$ cat config.mk
export PLATFORM = sky130hd
export DESIGN_NAME = change_dispenser
export DESIGN_NICKNAME = d
export VERILOG_FILES = /design/src/rtl/change_dispenser.sv
export SDC_FILE = /design/constraint.sdc
export NUM_CORES = 1
export LEC_CHECK = 0
export BUFFER_PORTS_ARGS = -buffer_cell sky130_fd_sc_hd__buf_2
export CAP_MARGIN = 10
export CORE_ASPECT_RATIO = 0.9
export CORE_UTILIZATION = 62
export DETAILED_ROUTE_END_ITERATION = 12
export HOLD_SLACK_MARGIN = 0.06
export PLACE_DENSITY_LB_ADDON = 0.2
export SYNTH_ARGS = -nofsm -noshare
export SYNTH_HDL_FRONTEND = slang
export SYNTH_SLANG_ARGS = --single-unit
$ cat constraint.sdc
create_clock -name clk -period 7.57 [get_ports clk]
set_input_delay 1.1355 -clock clk [delete_from_list [all_inputs] [get_ports clk]]
set_output_delay 1.1355 -clock clk [all_outputs]
set_load 0.01 [all_outputs]
$ cat src/rtl/change_dispenser.sv
// Change dispenser: queues coin-count requests and pays them out one 5-unit coin at a time
// through a hopper (timed eject pulse, then wait for coin-sense confirmation).
module change_dispenser #(
    parameter int unsigned FIFO_DEPTH = 4,
    parameter int unsigned PULSE_W    = 3,
    parameter int unsigned TIMEOUT    = 15,
    parameter int unsigned GAP        = 2
) (
    input  logic       clk,
    input  logic       rst,
    input  logic       chg_valid,
    input  logic [1:0] change,
    input  logic       coin_sense,
    input  logic       fault_clr,
    output logic       coin_eject,
    output logic       busy,
    output logic       full,
    output logic       ovf,
    output logic       fault,
    output logic [7:0] coins_out
);

    localparam int unsigned AW    = $clog2(FIFO_DEPTH);
    localparam int unsigned CW    = AW + 1;
    localparam int unsigned TMAX0 = (PULSE_W > GAP) ? PULSE_W : GAP;
    localparam int unsigned TMAX  = (TIMEOUT > TMAX0) ? TIMEOUT : TMAX0;
    localparam int unsigned TW    = $clog2(TMAX + 1);

    typedef enum logic [2:0] {
        S_IDLE,
        S_EJECT,
        S_WAIT,
        S_GAP,
        S_FAULT
    } state_t;

    state_t          state_q, state_d;
    logic [TW-1:0]   timer_q, timer_d;
    logic [1:0]      rem_q, rem_d;
    logic [7:0]      coins_q, coins_d;
    logic [1:0]      mem_q [FIFO_DEPTH];
    logic [1:0]      mem_d [FIFO_DEPTH];
    logic [AW-1:0]   wr_ptr_q, wr_ptr_d;
    logic [AW-1:0]   rd_ptr_q, rd_ptr_d;
    logic [CW-1:0]   count_q, count_d;
    logic            coin_eject_q, coin_eject_d;
    logic            busy_q, busy_d;
    logic            full_q, full_d;
    logic            ovf_q, ovf_d;
    logic            fault_q, fault_d;

    logic            push, pop, push_ok, fifo_full;

    // Request FIFO; a push into a full FIFO is still taken when the head pops that cycle
    always_comb begin
        push      = chg_valid && (change != 2'b00);
        pop       = (state_q == S_IDLE) && (count_q != '0);
        fifo_full = (count_q == CW'(FIFO_DEPTH));
        push_ok   = push && (!fifo_full || pop);
        mem_d     = mem_q;
        wr_ptr_d  = wr_ptr_q;
        rd_ptr_d  = rd_ptr_q;
        count_d   = count_q;
        if (push_ok) begin
            mem_d[wr_ptr_q] = change;
            wr_ptr_d        = wr_ptr_q + AW'(1);
        end
        if (pop) begin
            rd_ptr_d = rd_ptr_q + AW'(1);
        end
        case ({push_ok, pop})
            2'b10:   count_d = count_q + CW'(1);
            2'b01:   count_d = count_q - CW'(1);
            default: count_d = count_q;
        endcase
    end

    // Dispense sequencer: one shared timer serves the eject, wait and gap phases
    always_comb begin
        state_d = state_q;
        timer_d = timer_q;
        rem_d   = rem_q;
        coins_d = coins_q;
        case (state_q)
            S_IDLE: begin
                if (count_q != '0) begin
                    state_d = S_EJECT;
                    rem_d   = mem_q[rd_ptr_q];
                    timer_d = '0;
                end
            end
            S_EJECT: begin
                if (timer_q == TW'(PULSE_W - 1)) begin
                    state_d = S_WAIT;
                    timer_d = '0;
                end else begin
                    timer_d = timer_q + TW'(1);
                end
            end
            S_WAIT: begin
                // Sense has priority over an expiring timeout
                if (coin_sense) begin
                    coins_d = coins_q + 8'd1;
                    rem_d   = rem_q - 2'd1;
                    state_d = S_GAP;
                    timer_d = '0;
                end else if (timer_q == TW'(TIMEOUT - 1)) begin
                    state_d = S_FAULT;
                    timer_d = '0;
                end else begin
                    timer_d = timer_q + TW'(1);
                end
            end
            S_GAP: begin
                if (timer_q == TW'(GAP - 1)) begin
                    timer_d = '0;
                    state_d = (rem_q != 2'd0) ? S_EJECT : S_IDLE;
                end else begin
                    timer_d = timer_q + TW'(1);
                end
            end
            S_FAULT: begin
                if (fault_clr) begin
                    state_d = S_EJECT;
                    timer_d = '0;
                end
            end
            default: begin
                state_d = S_IDLE;
                timer_d = '0;
            end
        endcase
    end

    // Moore outputs registered from next state so they line up with the state register
    always_comb begin
        coin_eject_d = (state_d == S_EJECT);
        fault_d      = (state_d == S_FAULT);
        busy_d       = (state_d != S_IDLE) || (count_d != '0);
        full_d       = (count_d == CW'(FIFO_DEPTH));
        ovf_d        = push && !push_ok;
    end

    always_ff @(posedge clk or posedge rst) begin
        if (rst) begin
            state_q      <= S_IDLE;
            timer_q      <= '0;
            rem_q        <= '0;
            coins_q      <= '0;
            mem_q        <= '{default: '0};
            wr_ptr_q     <= '0;
            rd_ptr_q     <= '0;
            count_q      <= '0;
            coin_eject_q <= 1'b0;
            busy_q       <= 1'b0;
            full_q       <= 1'b0;
            ovf_q        <= 1'b0;
            fault_q      <= 1'b0;
        end else begin
            state_q      <= state_d;
            timer_q      <= timer_d;
            rem_q        <= rem_d;
            coins_q      <= coins_d;
            mem_q        <= mem_d;
            wr_ptr_q     <= wr_ptr_d;
            rd_ptr_q     <= rd_ptr_d;
            count_q      <= count_d;
            coin_eject_q <= coin_eject_d;
            busy_q       <= busy_d;
            full_q       <= full_d;
            ovf_q        <= ovf_d;
            fault_q      <= fault_d;
        end
    end

    assign coin_eject = coin_eject_q;
    assign busy       = busy_q;
    assign full       = full_q;
    assign ovf        = ovf_q;
    assign fault      = fault_q;
    assign coins_out  = coins_q;

endmodule

==> qor.yml <==
fp.dieH_um: 55.1
ys_seq_area_share_pct: 47.6
maxCapViolations: 0
antennaDiodeCount: 0
layout.cells.non_filler: 249
synthTopCellsByArea: "dfrtp_1 48%, mux2_2 5.2%, xnor2_1 5.0%"
tritoncts: "done"
overflow: 0
syn_to_final_growth_pct: 8.68
slew-limit-headroom_pct: 59.1
final_antenna_net_count: 0
grt_max_degree: 38
critPathKind: "in -> reg"
required_ns: 7.77
fmax_ghz: 0.340
crit_arrival_ns: 3.14
clock_skew_ns: 0.00359
rr_startpoint: "state_q[0]"
grt_usage_pct: 24.2
drt_iter0_drc: 74
r2r_slack_ns: 4.92
crit_fanout: 10
fill_cells: 219
grt_pass1_vias: 1328
synthArstFlopShare_pct: 100
multi_input_area_um2: 936
syn_area_um2: 1950
yosysWarnings: 0
clockBufferDepth: 2
initial_core_util_pct: 68.0
hp-start: "coins_out[7]"
die_w_um: 61.1
clk_pin_slew_ns: 0.10
first_pass_iters: 4
cts_resized: 0
holdPathEnd: "coins_out[7]"
synth_top_area_share_pct: 47.6
final_max_slew_viol_count: 0
powerDensity_nw_per_um2: 375
clock-sinks: 37
gp_congestion: 0.805
fin_nets: 223
hp-class: "reg -> reg"
ys.flop_type: "dfrtp_1"
wl_per_cell_um: 14.1
htree_levels: 2
peakVddDrop_mv: 0.214
synth_cell_types: 43
syn_nets: 205
clk_latency_ns: 0.32
rsz0062_at_grt: "false"
vias_per_cell: 5.85
die_area_um2: 3370
io_buffers: 19
finalHoldViolations: 0
rows: 18
synth_top_area_cell: "dfrtp_1"
finalSetupTns_ns: 0
setup_viol: 0
layout.area.seq_um2: 926
synth.most_common_cell: "dfrtp_1"
drt-total-wl_um: 3520
drive_gt1_share_pct: 20.6
dp_cells: 242
num_vias: 1457
reg2reg_depth: 8
antenna_found_initial: 0
whs_ns: 0.468
dp_hpwl_um: 2590
synth_edf_count: 0
cts_buffers: 5
yosys_register_bits: 37
power.total_mw: 0.794
yosys-top-cells-count: "37 x dfrtp_1, 20 x nand2_1, 14 x nor2_1, 14 x o21ai_0, 11 x xnor2_1"
avgSynthCellArea_um2: 10.2
ctsHoldBuffers: 0
leakage_nw: 0.958
cts_setup_buffers: 0
holdPathStages: 1
r2r-end: "busy"
end_kind: "flip-flop"
syn_inst: 191
root_buffer: "clkbuf_4"
post-route-drc-count: 0
outcome: "complete, no violations"
fin_crit_sh_pct: 38.9
worst_setup_path_start_kind: "input port"
tightest_slew_ns: 0.608
grt_first_pass_wirelength_um: 5860
io_pins: 20
layout_min_cycle_time_ns: 2.95
core_um2: 2860
kinds of logic after synthesis:
family | after synthesis | synth area share (%)
XOR/XNOR | 13 | 5.85
AO/OA/AOI/OAI | 39 | 12.8
AND/OR/NAND/NOR | 64 | 17.0
adder cells (fa/ha/maj) | 7 | 4.89
multiplexers | 11 | 7.52
flip-flops | 37 | 47.6
buffers and inverters | 20 | 4.31
cells in the final DEF, fill, tap and decap left out, types with 3 or more instances in the layout:
cell | Yosys | layout
a21oi_1 | 10 | 10
nor2_1 | 14 | 14
nor3_1 | 4 | 4
buf_2 | 1 | 19
mux2_2 | 9 | 9
dfrtp_1 | 37 | 37
a31oi_1 | 3 | 3
nand2_1 | 20 | 20
nor2b_1 | 3 | 3
o21ai_0 | 14 | 14
clkbuf_4 | 0 | 5
inv_1 | 10 | 10
xnor2_1 | 11 | 11
ha_1 | 6 | 6
nand4_1 | 4 | 4
cell type report:
| type | instances | share of cell area [%] |
|---|---|---|
| flip-flops and latches | 37 | 43.8 |
| repair buffers | 21 | 5.21 |
| well taps | 40 | 2.37 |
| inverters | 10 | 1.78 |
| clock buffers | 7 | 2.60 |
| multi-input cells | 134 | 44.3 |
worst max-delay path by stage:
stage / startpoint / end / slack (ns) / cells past startpoint
after floorplan: change[0] / busy / 4.50 / 8
after global placement: change[0] / busy / 4.40 / 8
after detailed placement: change[0] / busy / 4.30 / 8
after CTS: change[0] / busy / 4.64 / 8
after global routing: change[0] / busy / 4.49 / 8
final: change[0] / busy / 4.62 / 8
power by group:
group	switching, mW	total, mW	leakage [nW]	internal [mW]
logic	0.161	0.325	0.464	0.164
clock network	0.0590	0.103	0.0314	0.0439
registers	0.0927	0.366	0.462	0.274
total	0.312	0.794	0.958	0.482
critical path, cell delays in order:
cell and delay [ns]:
buf_2 0.13, o21a_1 0.34, nor2_1 0.11, fa_1 0.44, or3_1 0.39, and3_1 0.18
a311oi_2 0.30, nand4_1 0.12
flip-flops by register name, indices dropped and copies added, names as in the netlist:
register / flops
state_q: 3
rem_q: 2
coins_out: 8
count_q: 3
wr_ptr_q: 2
fault: 1
ovf: 1
full: 1
coin_eject: 1
mem_q: 8
timer_q: 4
busy: 1
rd_ptr_q: 2
per-stage QoR:
stage,instance area [um2],utilization [%],setup WS [ns]
2_1_floorplan,1950,-,4.50
3_3_place_gp,2060,72.0,4.40
3_5_place_dp,2060,72.0,4.30
4_1_cts,2110,73.9,4.64
5_1_grt,2110,73.9,4.49
6_report,2110,73.9,4.62
layer usage:
metal / vias to the layer above / global-route usage, % / part of all wire [%]
met5: - / 0 / 0
met4: 0 / 7.58 / 1.3
met3: 6 / 5.58 / 5.6
met2: 48 / 41.3 / 50
met1: 701 / 30.7 / 43
li1: 702 / - / -
(Power assumes the default switching activity.)
